## src/rtl/pipeline_pkg.sv

```systemverilog
// Shared pipeline-control types: mult/div FSM encoding, register $0 and the
// control bundles driven onto PC, IF/ID and ID/EX.
package pipeline_pkg;

  typedef enum logic {
    RUN     = 1'b0,
    MD_BUSY = 1'b1
  } md_state_e;

  localparam logic [4:0]  REG_ZERO  = 5'd0;
  // sll $0,$0,0 -- what IF/ID or ID/EX hold when flushed or bubbled
  localparam logic [31:0] NOP_INSTR = 32'h0000_0000;

  typedef struct packed {
    logic pc_write;
    logic ifid_write;
    logic ifid_flush;
    logic idex_bubble;
  } pipe_ctrl_t;

  localparam pipe_ctrl_t CTRL_RESET = '{pc_write: 1'b0, ifid_write: 1'b0,
                                        ifid_flush: 1'b1, idex_bubble: 1'b1};
  localparam pipe_ctrl_t CTRL_FLUSH = '{pc_write: 1'b1, ifid_write: 1'b1,
                                        ifid_flush: 1'b1, idex_bubble: 1'b1};
  localparam pipe_ctrl_t CTRL_STALL = '{pc_write: 1'b0, ifid_write: 1'b0,
                                        ifid_flush: 1'b0, idex_bubble: 1'b1};
  localparam pipe_ctrl_t CTRL_RUN   = '{pc_write: 1'b1, ifid_write: 1'b1,
                                        ifid_flush: 1'b0, idex_bubble: 1'b0};

endpackage

```

## src/rtl/load_use_detector.sv

```systemverilog
// Combinational load-use hazard compare between the load in EX and the
// source registers of the instruction in ID.
module load_use_detector
  import pipeline_pkg::*;
(
  input  logic       i_idex_mem_read,
  input  logic [4:0] i_idex_rt,
  input  logic [4:0] i_ifid_rs,
  input  logic [4:0] i_ifid_rt,
  input  logic       i_ifid_uses_rt,
  output logic       o_load_use
);

  logic w_rs_match;
  logic w_rt_match;

  assign w_rs_match = (i_idex_rt == i_ifid_rs);
  assign w_rt_match = i_ifid_uses_rt && (i_idex_rt == i_ifid_rt);

  // $0 is hardwired, so a load targeting it never creates a dependency
  assign o_load_use = i_idex_mem_read && (i_idex_rt != REG_ZERO) && (w_rs_match || w_rt_match);

endmodule

```

## src/rtl/hazard_stall_controller.sv

```systemverilog
// Pipeline sequencing: load-use stalls, branch flushes and mult/div HI/LO
// interlock, plus a saturating count of stalled cycles.
module hazard_stall_controller
  import pipeline_pkg::*;
#(
  parameter int unsigned MD_LATENCY = 32,
  parameter int unsigned CNT_W      = 16
) (
  input  logic             clk,
  input  logic             rst_n,
  input  logic [4:0]       i_ifid_rs,
  input  logic [4:0]       i_ifid_rt,
  input  logic             i_ifid_uses_rt,
  input  logic             i_id_mul_div,
  input  logic             i_id_uses_hilo,
  input  logic             i_idex_mem_read,
  input  logic [4:0]       i_idex_rt,
  input  logic             i_ex_branch_taken,
  output logic             o_pc_write,
  output logic             o_ifid_write,
  output logic             o_ifid_flush,
  output logic             o_idex_bubble,
  output logic             o_md_busy,
  output logic [CNT_W-1:0] o_stall_cycles
);

  localparam int unsigned MD_CNT_W = $clog2(MD_LATENCY + 1);
  localparam logic [MD_CNT_W-1:0] MD_LOAD = MD_CNT_W'(MD_LATENCY - 1);

  md_state_e           r_state;
  logic [MD_CNT_W-1:0] r_md_cnt;
  logic [CNT_W-1:0]    r_stall_cnt;

  logic       w_load_use;
  logic       w_md_haz;
  logic       w_issue;
  pipe_ctrl_t w_ctrl;

  load_use_detector u_load_use_detector (
    .i_idex_mem_read (i_idex_mem_read),
    .i_idex_rt       (i_idex_rt),
    .i_ifid_rs       (i_ifid_rs),
    .i_ifid_rt       (i_ifid_rt),
    .i_ifid_uses_rt  (i_ifid_uses_rt),
    .o_load_use      (w_load_use)
  );

  assign w_md_haz = (r_state == MD_BUSY) && (i_id_mul_div || i_id_uses_hilo);
  assign w_issue  = i_id_mul_div && !i_ex_branch_taken && !w_load_use && !w_md_haz;

  // Taken branch wins over any stall: the ID instruction is discarded anyway
  always_comb begin
    w_ctrl = CTRL_RUN;
    if (!rst_n) begin
      w_ctrl = CTRL_RESET;
    end else if (i_ex_branch_taken) begin
      w_ctrl = CTRL_FLUSH;
    end else if (w_load_use || w_md_haz) begin
      w_ctrl = CTRL_STALL;
    end
  end

  // A branch flush while busy leaves the count alone: the mult/div is older
  always_ff @(posedge clk or negedge rst_n) begin
    if (!rst_n) begin
      r_state  <= RUN;
      r_md_cnt <= '0;
    end else begin
      case (r_state)
        RUN: begin
          if (w_issue) begin
            r_state  <= MD_BUSY;
            r_md_cnt <= MD_LOAD;
          end
        end
        MD_BUSY: begin
          r_md_cnt <= r_md_cnt - MD_CNT_W'(1);
          if (r_md_cnt == MD_CNT_W'(1)) begin
            r_state <= RUN;
          end
        end
        default: begin
          r_state <= RUN;
        end
      endcase
    end
  end

  always_ff @(posedge clk or negedge rst_n) begin
    if (!rst_n) begin
      r_stall_cnt <= '0;
    end else if (!w_ctrl.pc_write && (r_stall_cnt != {CNT_W{1'b1}})) begin
      r_stall_cnt <= r_stall_cnt + CNT_W'(1);
    end
  end

  assign o_pc_write     = w_ctrl.pc_write;
  assign o_ifid_write   = w_ctrl.ifid_write;
  assign o_ifid_flush   = w_ctrl.ifid_flush;
  assign o_idex_bubble  = w_ctrl.idex_bubble;
  assign o_md_busy      = (r_state == MD_BUSY);
  assign o_stall_cycles = r_stall_cnt;

endmodule

```

## config.mk

```make
export PLATFORM = sky130hd
export DESIGN_NAME = hazard_stall_controller
export DESIGN_NICKNAME = d
export VERILOG_FILES = /design/src/rtl/pipeline_pkg.sv /design/src/rtl/load_use_detector.sv /design/src/rtl/hazard_stall_controller.sv
export SDC_FILE = /design/constraint.sdc
export NUM_CORES = 1
export LEC_CHECK = 0
export CORE_MARGIN = 4
export CORE_UTILIZATION = 41
export CTS_CLUSTER_SIZE = 12
export DETAILED_ROUTE_END_ITERATION = 6
export GPL_ROUTABILITY_DRIVEN = 0
export GPL_TIMING_DRIVEN = 0
export MAX_ROUTING_LAYER = met4
export PLACE_DENSITY = 0.85
export SETUP_SLACK_MARGIN = 0.3
export SYNTH_ARGS = -nofsm -noshare
export SYNTH_HDL_FRONTEND = slang
export SYNTH_SLANG_ARGS = --single-unit
```

## constraint.sdc

```tcl
create_clock -name clk -period 1.7 [get_ports clk]
set_input_delay 0.17 -clock clk [delete_from_list [all_inputs] [get_ports clk]]
set_output_delay 0.17 -clock clk [all_outputs]
set_load 0.05 [all_outputs]
```

=== After elaboration in Yosys (flattened, before gate mapping) ===
Index checks and enable logic that the tools add are counted.

* Register bits after elaboration: 23
* Bits in latches: 0
* Memory bits (writable): 0
* Memory bits (read-only): 0
* Bits of input ports: 22
* Logic and storage cells: 35
* Memories: 0

* Add/sub/neg operators: 2
* $mul: 0
* Div/mod/pow operators: 0
* Order comparisons: 0
* Eq/ne operators: 5
* Shifts and indexed selects: 0
* Mux-type cells: 8
* Bitwise operators: 1
* Reductions and logical operators: 16

{| class="wikitable"
|+ Operators with widths
! operator !! number
|-
| adder 16 x 1 -> 16 bit, second input constant || 1
|-
| != test 16 bit, second input constant || 1
|-
| 2-to-1 mux 4 bit || 3
|-
| one-hot mux 6 bit (2 select lines) || 1
|-
| equality test 5 bit || 2
|-
| logical AND 1 bit || 8
|-
| equality test 6 x 1 -> 1 bit, second input constant || 1
|-
| 2-to-1 mux 6 bit || 1
|-
| subtractor 6 x 1 -> 6 bit, second input constant || 1
|-
| nonzero test 5 bit || 1
|-
| logical NOT 1 bit || 4
|-
| logical OR 1 bit || 3
|-
| 2-to-1 mux 1 bit || 2
|-
| != test 2 bit, second input constant || 1
|-
| one-hot mux 1 bit (2 select lines) || 1
|-
| NOT 1 bit || 1
|}

=== Longest topological paths before layout ===
Gate-level depths: netlist (run 1).

* Depth in word-level cells: 10
* Depth in mapped cells: 7
* Gate-level depth less buffers: 7

=== Modules after synthesis ===
From an unflattened synthesis (run 1), not the netlist that was laid out.

* Cell total of the unflattened synthesis: 136
* Area, all modules: 1392.6 sq um

{| class="wikitable"
|+ Modules (own cells, without submodules)
! module !! times used !! cells an instance !! area each (sq um) !! sequential area each (sq um)
|-
| hazard_stall_controller || 1 || 119 || 1260.0 || 575.6
|-
| load_use_detector || 1 || 17 || 132.6 || 0.0
|}

=== Least setup slack after synthesis (run 1) ===
OpenSTA, ideal clock, no wires.

* Path type: reg2out
* From: register r_state, in the netlist o_md_busy
* To: output o_pc_write
* Arrival time: 2.048 ns
* Required time: 1.530 ns
* Setup slack: -0.518 ns
* Stages on the path, launching flop included: 8
* Cells stage by stage: dfrtp_1 > clkbuf_1 > o21ai_0 > o21ai_0 > a31o_4 > buf_6 > inv_1 > buf_4

* Word-level cells in the longest chain between the ends: 5

{| class="wikitable"
|+ Ends and longest elaborated chain
! what !! line !! text
|-
| start, declared || hazard_stall_controller.sv:30 || <nowiki>md_state_e r_state;</nowiki>
|-
| start signal, assigned || hazard_stall_controller.sv:66 || <nowiki>r_state <= RUN;</nowiki>
|-
| start signal, assigned || hazard_stall_controller.sv:72 || <nowiki>r_state <= MD_BUSY;</nowiki>
|-
| start signal, assigned || hazard_stall_controller.sv:79 || <nowiki>r_state <= RUN;</nowiki>
|-
| logical AND 1 bit || hazard_stall_controller.sv:48 || <nowiki>assign w_md_haz = (r_state == MD_BUSY) && (i_id_mul_div || i_id_uses_hilo);</nowiki>
|-
| logical OR 1 bit || hazard_stall_controller.sv:58 || <nowiki>end else if (w_load_use || w_md_haz) begin</nowiki>
|-
| 2-to-1 mux 4 bit || hazard_stall_controller.sv:58 ||
|-
| 2-to-1 mux 4 bit || hazard_stall_controller.sv:56 || <nowiki>end else if (i_ex_branch_taken) begin</nowiki>
|-
| 2-to-1 mux 4 bit || hazard_stall_controller.sv:54 || <nowiki>if (!rst_n) begin</nowiki>
|-
| end, declared || hazard_stall_controller.sv:19 || <nowiki>output logic o_pc_write,</nowiki>
|}

No other way between the ends.

=== Worst setup path in the final report (run 1) ===
* From: input i_idex_rt[4]
* To: output o_pc_write

* Word-level cells in the longest chain between the ends: 8
* Elaborated cells between the ends (all ways): 11
* Those cells by class: 2 x eq/ne; 3 x mux; 6 x reduce/logical

{| class="wikitable"
|+ Ends and longest elaborated chain
! what !! line !! text
|-
| start, declared || hazard_stall_controller.sv:17 || <nowiki>input logic [4:0] i_idex_rt,</nowiki>
|-
| equality test 5 bit || load_use_detector.sv:18 || <nowiki>assign w_rt_match = i_ifid_uses_rt && (i_idex_rt == i_ifid_rt);</nowiki>
|-
| logical AND 1 bit || load_use_detector.sv:18 ||
|-
| logical OR 1 bit || load_use_detector.sv:21 || <nowiki>assign o_load_use = i_idex_mem_read && (i_idex_rt != REG_ZERO) && (w_rs_match || w_rt_match);</nowiki>
|-
| logical AND 1 bit * || load_use_detector.sv:21 ||
|-
| logical OR 1 bit * || hazard_stall_controller.sv:58 ||
|-
| 2-to-1 mux 4 bit * || hazard_stall_controller.sv:58 ||
|-
| 2-to-1 mux 4 bit * || hazard_stall_controller.sv:56 ||
|-
| 2-to-1 mux 4 bit * || hazard_stall_controller.sv:54 ||
|}

Every way passes the cells marked *; elsewhere a longest branch is shown, timed or not.

==> metrics.csv, run 1 <==
stage;metric;value;unit
status;status;finished, violations left;
status;violations;setup timing;
global_routing;grt_max_degree;24;
finish;syn_to_final_growth;73.9;%
finish;drive_above_1_share;0.543;
logic_synthesis;yosys_warnings;0;
power_and_ir_drop;ir_drop;0.000734;V
power_and_ir_drop;p_leak;0.999;nW
floorplan;start_util;0.436;
clock_network;clock-sinks;23;
floorplan;ios;43;
placed_design;dp.cells;217;
placed_design;numPortBuffers;42;
clock_network;cts_buffer_depth;2;
timing;rsz0062_at_grt;yes;
global_routing;grtUsageTotal;0.185;
global_routing;overflow;0;
timing;fmax;545;MHz
timing;post-route-period-util;1.08;
worst_setup_path;path_class;input port to output port;
logic_synthesis;syn_area_per_cell;10.3;µm²
timing;max_slew_margin;0.292;
floorplan;core;3100;µm²
clock_network;cts-root-buf;clkbuf_4;
logic_synthesis;syn_area;1350;µm²
worst_setup_path;crit_arrival;1660;ps
placed_design;pre_cts_slack;-1560;ps
timing;slew_viol_final;0;
drt;ant_nets;0;
timing;fin_skew;1.77;ps
logic_synthesis;syn_nets;156;
floorplan;dieWidth;65.4;µm
drt;routed_wl;3940;µm
worst_setup_path;critPathMaxFanout;3;
clock_network;insertion_delay;310;ps
timing;worst_slew_pin_slew;1060;ps
worst_setup_path;crit_path_end_kind;output port;
finish;nets;225;
drt;drc;0;
logic_synthesis;synthCells;131;
drt;wl_per_cell;16.2;µm
floorplan;die_area;4280;µm²
drt;viasPerCell;5.14;
clock_network;cts_tree;done;
global_routing;grt_pass1_vias;1348;
timing;setup_tns;-243;ps
clock_network;cts_max_level;1;
drt;drtIter0Drc;57;
worst_setup_path;cp-start-kind;input port;
timing;setup_viol;2;
drt;num_vias;1249;
finish;final_util;0.758;
clock_network;cts_buffers;3;
clock_network;clk_pin_slew;130;ps
finish;fillers;225;
logic_synthesis;synth_cell_type_count;34;
worst_setup_path;rrSetupSlack;40;ps
drt;firstDrtPassIters;4;
power_and_ir_drop;power_per_cell_area;1160;nW/µm²
finish;fin_cells;243;
timing;fin_ws;-134;ps
global_routing;grt_pass1_wl;5980;µm
logic_synthesis;yosys_register_bits;23;
flow_run;drv_cap;0;
finish;antenna_cells;0;
logic_synthesis;synth-seq-area-share;0.426;
timing;finalHoldViolCount;0;
min_path;hp-class;flop to flop;
floorplan;die_h;65.4;µm
timing;fin_crit;1830;ps
floorplan;rows;20;
global_routing;antenna_found_initial;0;
worst_setup_path;cp.required;1530;ps
placed_design;dpl.hpwl;2370;µm
## layer usage
metal  vias up  routed length (µm)  global-route usage
met4         0                  21              0.0622
met5         -                   0                   -
met3         2                 166              0.0256
li1        588                   -                   -
met1       615                1500               0.189
met2        44                2250               0.357
## worst max-delay path, stage by stage
cell,delay (ps)
buf_8,90
or4_4,520
o21a_4,230
a31o_4,240
buf_12,130
clkinvlp_4,70
buf_8,90
buf_8,130
## logic make-up (layout without fill, tap and decap cells)
logic type | after synthesis | count (layout) | synth area share
AOI/OAI and AO/OA | 13 | 13 | 0.0796
DFF | 23 | 23 | 0.426
adders and majority gates | 3 | 3 | 0.0278
buffers and inverters | 8 | 76 | 0.0333
xor gates and xnor gates | 28 | 28 | 0.181
muxes | 3 | 3 | 0.0241
and+or+nand+nor | 53 | 53 | 0.229
## cell usage after synthesis
library cell | n | share of area
a21bo_2 | 1 | 0.0074
nand3_1 | 4 | 0.015
xnor2_1 | 25 | 0.16
a41oi_1 | 1 | 0.0065
nand3b_1 | 1 | 0.0056
nand2_1 | 15 | 0.042
a31o_4 | 1 | 0.013
and3_1 | 4 | 0.018
or3_1 | 1 | 0.0046
nand4_4 | 1 | 0.016
ha_1 | 3 | 0.028
or2_2 | 1 | 0.0046
and2_1 | 1 | 0.0046
nor2_1 | 8 | 0.022
a2bb2oi_1 | 3 | 0.019
nand4_1 | 6 | 0.028
or4_1 | 1 | 0.0056
a21oi_1 | 1 | 0.0037
mux2_2 | 2 | 0.017
a22oi_1 | 1 | 0.0056
clkbuf_1 | 1 | 0.0028
nor3_2 | 1 | 0.0074
o22ai_1 | 1 | 0.0046
buf_6 | 1 | 0.0083
inv_1 | 4 | 0.011
nor3_1 | 3 | 0.011
xor2_1 | 3 | 0.019
nand3_2 | 6 | 0.044
a22o_1 | 1 | 0.0065
mux2i_1 | 1 | 0.0074
o21a_1 | 1 | 0.0056
dfrtp_1 | 23 | 0.43
o21ai_0 | 2 | 0.0074
buf_4 | 2 | 0.011
## power breakdown
group | internal [mW] | switching (mW) | total, mW
sequential | 0.723 | 0.226 | 0.949
clock | 0.0879 | 0.172 | 0.260
combinational | 0.714 | 0.798 | 1.51
total | 1.52 | 1.20 | 2.72
## stage by stage
step                      cell area [µm²]  hold slack, ps  power [mW]
final                                2350             501        2.72
after global routing                 2350             525        2.89
after CTS                            2160             492        2.48
after detailed placement             1930             468        2.15
after global placement               1930             461        2.10
after floorplan                      1450            -126        1.77
## placed cells by master (no fill, tap or decap), types with 3 or more instances in the layout
cell,Yosys,routed
xnor2_1,25,18
buf_4,2,17
clkdlybuf4s15_2,0,13
dlygate4sd2_1,0,11
xor2_1,3,3
clkdlybuf4s50_1,0,5
a2bb2oi_1,3,3
nor2_1,8,6
nor3_4,0,3
buf_6,1,6
nand3_4,0,8
xnor2_2,0,7
dfrtp_1,23,12
inv_1,4,3
dfrtp_2,0,11
clkbuf_4,0,3
nand2_1,15,11
nand4_1,6,6
buf_8,0,5
buf_2,0,5
## layout make-up
cell class | count | area, µm² | area share
Buffer | 4 | 65.1 | 0.0277
Timing Repair Buffer | 64 | 601 | 0.255
Tap cell | 44 | 55.1 | 0.0234
Clock buffer | 3 | 22.5 | 0.00957
Inverter | 4 | 18.8 | 0.00798
Sequential cell | 23 | 589 | 0.251
Clock inverter | 1 | 5.00 | 0.00213
Multi-Input combinational cell | 100 | 996 | 0.423
## final timing paths
check,start,endpoint,cells after the start
max,i_idex_rt[4],o_pc_write,8
min,o_stall_cycles[6]$_DFFE_PN0P_,o_stall_cycles[6]$_DFFE_PN0P_,1
max reg2reg,o_stall_cycles[1]$_DFFE_PN0P_,o_stall_cycles[8]$_DFFE_PN0P_,7
min reg2reg,o_stall_cycles[6]$_DFFE_PN0P_,o_stall_cycles[6]$_DFFE_PN0P_,1
max in group asynchronous,rst_n,o_stall_cycles[1]$_DFFE_PN0P_,2
min in group asynchronous,rst_n,o_stall_cycles[6]$_DFFE_PN0P_,2
## registers in the layout (all words and copies together) (netlist names)
| name | count |
|---|---|
| r_md_cnt | 6 |
| o_md_busy | 1 |
| o_stall_cycles | 16 |
## what timing repair did
item	4_1_cts	5_1_grt
gates resized for setup	121	37
hold buffers	1	0
endpoints found under the hold margin	23	0
endpoints found under the setup margin	44	52
pin swaps	23	12
buffers inserted	14	6
gates cloned	1	0
No activity file was read; power rests on OpenSTA's default activity.
==> inputs of run 2 (changes only) <==
--- a/config.mk
+++ b/config.mk
@@ -9,10 +9,9 @@
 export CORE_UTILIZATION = 41
 export CTS_CLUSTER_SIZE = 12
 export DETAILED_ROUTE_END_ITERATION = 6
-export GPL_ROUTABILITY_DRIVEN = 0
 export GPL_TIMING_DRIVEN = 0
 export MAX_ROUTING_LAYER = met4
-export PLACE_DENSITY = 0.85
+export PLACE_DENSITY = 0.75
 export SETUP_SLACK_MARGIN = 0.3
 export SYNTH_ARGS = -nofsm -noshare
 export SYNTH_HDL_FRONTEND = slang
==> metrics.csv, run 2 (synthesis gave the netlist of run 1 again) <==
stage;metric;value;unit
timing;finalHoldViolCount;0;
clock_network;cts_tree;done;
placed_design;dpl.hpwl;2360;µm
clock_network;cts-root-buf;clkbuf_4;
timing;post-route-period-util;1.08;
worst_setup_path;cp.required;1530;ps
worst_setup_path;critPathMaxFanout;3;
min_path;hp-class;input port to asynchronous set/reset pin;
drt;wl_per_cell;15.2;µm
clock_network;insertion_delay;320;ps
worst_setup_path;cp-start-kind;input port;
worst_setup_path;crit_arrival;1670;ps
worst_setup_path;reg2reg_depth;7;
timing;setup_tns;-253;ps
finish;final_common_cell;xnor2_1;
drt;firstDrtPassIters;4;
worst_setup_path;crit_path_end_kind;output port;
timing;slew_viol_final;0;
finish;antenna_cells;0;
drt;drc;0;
placed_design;pre_cts_slack;-1530;ps
floorplan;dieWidth;65.4;µm
clock_network;clock-sinks;23;
power_and_ir_drop;power_per_cell_area;1190;nW/µm²
drt;viasPerCell;5.05;
placed_design;dp.cells;217;
timing;worst_slew_pin_slew;1040;ps
flow_run;drv_cap;0;
worst_setup_path;crit_path_max_incr_delay;520;ps
global_routing;grt_pass1_vias;1324;
worst_setup_path;crit_path_top_delay_cell;or4_4;
finish;nets;224;
worst_setup_path;path_cells;buf_6 > or4_4 > o21a_1 > a31o_4 > buf_12 > clkinvlp_4 > buf_8 > buf_8;
status;violations;setup timing;
finish;final_cell_mix;xnor2_1, buf_4, dfrtp_1, clkdlybuf4s15_2;
power_and_ir_drop;power;2.69;mW
floorplan;core;3100;µm²
timing;max_slew_margin;0.309;
status;status;finished, violations left;
floorplan;ios;43;
worst_setup_path;timing.rr.end;o_stall_cycles[12]$_DFFE_PN0P_;
worst_setup_path;path_class;input port to output port;
drt;num_vias;1223;
power_and_ir_drop;combPwrFrac;0.565;
floorplan;die_area;4280;µm²
drt;drtIter0Drc;30;
global_routing;grt_max_degree;24;
finish;drive_above_1_share;0.495;
power_and_ir_drop;intPower;1.51;mW
timing;fmax;544;MHz
global_routing;grtUsageTotal;0.180;
global_routing;grt_pass1_wl;5860;µm
worst_setup_path;timing.rr.start;o_stall_cycles[0]$_DFFE_PN0P_;
finish;syn_to_final_growth;67.3;%
global_routing;overflow;0;
drt;ant_nets;0;
timing;setup_viol;2;
worst_setup_path;crit_path_frequent_cell;buf_8;
finish;fin_cells;242;
floorplan;die_h;65.4;µm
timing;holdWs;266;ps
finish;largest_register_ffs;16;
power_and_ir_drop;ir_drop;0.000643;V
placed_design;numPortBuffers;42;
floorplan;start_util;0.436;
drt;routed_wl;3670;µm
power_and_ir_drop;p_leak;0.983;nW
clock_network;cts_buffers;3;
power_and_ir_drop;swShare;0.438;
clock_network;clk_pin_slew;140;ps
clock_network;cts_buffer_depth;2;
worst_setup_path;rrSetupSlack;50;ps
power_and_ir_drop;switchingPower;1.18;mW
placed_design;gp_congestion;0.769;
timing;fin_crit;1840;ps
floorplan;rows;20;
power_and_ir_drop;pwr-share-clk;0.098;
timing;rsz0062_at_grt;yes;
timing;fin_ws;-139;ps
timing;fin_skew;13.7;ps
power_and_ir_drop;p_seq_frac;0.337;
clock_network;cts_max_level;1;
global_routing;antenna_found_initial;0;
run 2: worst max-delay path by stage:
stage / from / end / cells after the start
global placement: rst_n / o_pc_write / 7
finish: i_idex_rt[4] / o_pc_write / 8
detailed placement: rst_n / o_pc_write / 7
floorplan: o_md_busy$_DFF_PN0_ / o_pc_write / 7
global route: o_md_busy$_DFF_PN0_ / o_pc_write / 8
CTS: i_idex_rt[4] / o_pc_write / 8
run 2: what timing repair did:
item / 4_1_cts / 5_1_grt
buffers inserted: 12 / 7
hold endpoints to repair: 23 / 0
resized for setup: 120 / 24
cloned: 1 / 0
hold buffers: 1 / 0
pin swaps: 16 / 12
setup endpoints to repair: 44 / 47
run 2: worst max-delay path: cells and delay by family:
| kind | cells | cell delay (ps) |
|---|---|---|
| buf+inv | 5 | 510 |
| simple gates | 1 | 520 |
| compound gates | 2 | 470 |
run 2: layout make-up:
type | count | area [µm²]
plain buffers | 4 | 65.1
fillers | 240 | 840
well taps | 44 | 55.1
repair buffers | 63 | 581
inverters | 4 | 18.8
clock inverters | 1 | 5.00
multi-input cells | 100 | 927
clock buffers | 3 | 22.5
flip-flops and latches | 23 | 589
run 2: power by group through the flow:
stage,Combinational (mW),Clock (mW),Sequential (mW)
3_3_place_gp,1.18,0,0.920
4_1_cts,1.38,0.269,0.891
2_1_floorplan,0.574,0,1.20
6_report,1.52,0.264,0.905
5_1_grt,1.62,0.294,0.926
3_5_place_dp,1.22,0,0.926
run 2: layer usage:
metal  vias to the layer above  track usage  share of wire
li1                        592            -              -
met4                         0       0.0492          0.019
met2                        23        0.340           0.56
met5                         -            -              0
met3                         6       0.0222          0.031
met1                       602        0.197           0.39
run 2: stage by stage:
stage / util / area (µm²)
2_1_floorplan: - / 1450
3_3_place_gp: 0.622 / 1930
3_5_place_dp: 0.622 / 1930
4_1_cts: 0.690 / 2140
5_1_grt: 0.729 / 2260
6_report: 0.729 / 2260
==> inputs of run 3 (changes only) <==
--- a/config.mk
+++ b/config.mk
@@ -6,12 +6,11 @@
 export NUM_CORES = 1
 export LEC_CHECK = 0
 export CORE_MARGIN = 4
-export CORE_UTILIZATION = 41
+export CORE_UTILIZATION = 46
 export CTS_CLUSTER_SIZE = 12
 export DETAILED_ROUTE_END_ITERATION = 6
 export GPL_TIMING_DRIVEN = 0
-export MAX_ROUTING_LAYER = met4
-export PLACE_DENSITY = 0.75
+export PLACE_DENSITY = 0.79
 export SETUP_SLACK_MARGIN = 0.3
 export SYNTH_ARGS = -nofsm -noshare
 export SYNTH_HDL_FRONTEND = slang
==> constraint.sdc (replaced) <==
create_clock -name clk -period 1.9 [get_ports clk]
set_input_delay 0.19 -clock clk [delete_from_list [all_inputs] [get_ports clk]]
set_output_delay 0.19 -clock clk [all_outputs]
set_load 0.05 [all_outputs]
==> metrics.csv, run 3 (synthesis gave the netlist of run 1 again) <==
stage;metric;value;unit
clock_network;insertion_delay;320;ps
timing;finalHoldViolCount;0;
floorplan;die_area;3870;µm²
finish;stdcell_area;2270;µm²
drt;wl_per_cell;17.7;µm
floorplan;die_h;62.2;µm
global_routing;grt_max_degree;24;
timing;holdWs;385;ps
clock_network;cts_buffer_depth;2;
worst_setup_path;timing.rr.end;o_stall_cycles[15]$_DFFE_PN0P_;
timing;fmax;529;MHz
worst_setup_path;reg2reg_depth;7;
floorplan;rows;19;
clock_network;cts-root-buf;clkbuf_4;
global_routing;grtUsageTotal;0.188;
timing;slew_viol_final;0;
worst_setup_path;timing.rr.start;o_stall_cycles[2]$_DFFE_PN0P_;
worst_setup_path;crit_path_end_kind;output port;
worst_setup_path;critPathMaxFanout;2;
floorplan;core;2780;µm²
drt;viasPerCell;5.47;
clock_network;cts_buffers;3;
drt;routed_wl;4030;µm
finish;syn_to_final_growth;67.5;%
timing;fin_skew;2.80;ps
flow_run;drv_cap;0;
worst_setup_path;crit_path_top_delay_cell;or4_4;
power_and_ir_drop;power_per_cell_area;1060;nW/µm²
drt;firstDrtPassIters;4;
drt;num_vias;1248;
finish;final_cell_mix;dlygate4sd2_1, xnor2_1, buf_4;
power_and_ir_drop;ir_drop;0.00131;V
global_routing;antenna_found_initial;0;
finish;fin_cells;228;
worst_setup_path;cp_num_buf_inv;5;
floorplan;ios;43;
drt;drtIter0Drc;61;
power_and_ir_drop;p_leak;1.06;nW
finish;final_util;0.815;
global_routing;grt_pass1_vias;1295;
timing;fin_crit;1890;ps
timing;max_slew_margin;0.295;
global_routing;overflow;0;
timing;worst_slew_pin_slew;1060;ps
worst_setup_path;crit_path_max_incr_delay;520;ps
global_routing;grt_pass1_wl;5910;µm
floorplan;dieWidth;62.2;µm
worst_setup_path;crit_path_frequent_cell;buf_8;
finish;area.sequential;589;µm²
finish;multiInputGateArea;940;µm²
placed_design;dp.cells;204;
placed_design;dpl.hpwl;2430;µm
floorplan;start_util;0.486;
timing;setup_tns;0;ps
timing;post-route-period-util;0.995;
finish;antenna_cells;0;
placed_design;pre_cts_slack;-1390;ps
clock_network;clock-sinks;23;
clock_network;cts_max_level;1;
worst_setup_path;rrSetupSlack;210;ps
timing;rsz0062_at_grt;yes;
finish;fillers;160;
timing;fin_ws;10.3;ps
worst_setup_path;path_cells;buf_8 > or4_4 > o21a_1 > a31o_4 > buf_12 > clkinvlp_4 > buf_8 > buf_8;
power_and_ir_drop;power;2.40;mW
clock_network;cts_tree;done;
worst_setup_path;critical-path-top-delay-family;buffers and inverters;
drt;ant_nets;0;
finish;largest_register_ffs;16;
clock_network;clk_pin_slew;140;ps
finish;nets;223;
worst_setup_path;crit_arrival;1700;ps
placed_design;numPortBuffers;42;
status;status;finished, final reports clean;
placed_design;post_dp_cell_area;1910;µm²
worst_setup_path;cp-start-kind;input port;
drt;drc;0;
finish;final_common_cell;dlygate4sd2_1;
placed_design;gp_congestion;0.731;
min_path;hp-class;input port to asynchronous set/reset pin;
timing;setup_viol;0;
finish;drive_above_1_share;0.411;
worst_setup_path;cp.required;1710;ps
worst_setup_path;path_class;input port to output port;
==> run 3: changes by cell type in the layout (fill, tap and decap cells not counted), sizes merged <==
| cell | delta |
|---|---|
| dlygate4sd2 | +16 |
| clkdlybuf4s15 | -12 |
| buf | -6 |
| clkbuf | -1 |
| clkdlybuf4s18 | +1 |
| dlymetal6s2s | +1 |
==> run 3: power by group <==
group	switching [mW]	internal (mW)	total, mW
Clock	0.165	0.0790	0.244
Sequential	0.168	0.647	0.815
Combinational	0.720	0.618	1.34
Total	1.05	1.34	2.40
==> run 3: worst max-delay path by stage <==
stage	startpoint	end	slack, ps	cells past startpoint
after global routing	o_md_busy$_DFF_PN0_	o_pc_write	-50	8
after floorplan	o_md_busy$_DFF_PN0_	o_pc_write	-10	7
after CTS	o_md_busy$_DFF_PN0_	o_pc_write	30	8
after detailed placement	rst_n	o_pc_write	-1390	7
after global placement	rst_n	o_pc_write	-1340	7
final	i_idex_rt[4]	o_pc_write	10	8
==> run 3: final cells by class <==
type | instances | share of cell area
plain buffers | 4 | 0.0287
clock buffers | 3 | 0.00994
clock inverters | 1 | 0.00221
inverters | 4 | 0.00828
multi-input cells | 100 | 0.415
flip-flops and latches | 23 | 0.260
well taps | 31 | 0.0171
repair buffers | 62 | 0.259
==> run 3: repair_timing <==
| item | 4_1_cts | 5_1_grt |
|---|---|---|
| hold endpoints to repair | 23 | 0 |
| hold buffers | 1 | 0 |
| cloned | 0 | 1 |
| setup buffers | 8 | 10 |
| gates resized for setup | 83 | 25 |
| pin swaps | 18 | 12 |
| endpoints found under the setup margin | 44 | 28 |
==> run 3: routing by layer <==
metal / track usage / part of all wire / wire [µm] / vias up
met5: 0 / 0 / 0 / -
met4: 0.0786 / 0.022 / 87 / 0
met3: 0.0288 / 0.036 / 145 / 8
met2: 0.341 / 0.55 / 2230 / 31
met1: 0.216 / 0.39 / 1570 / 622
li1: - / - / - / 587
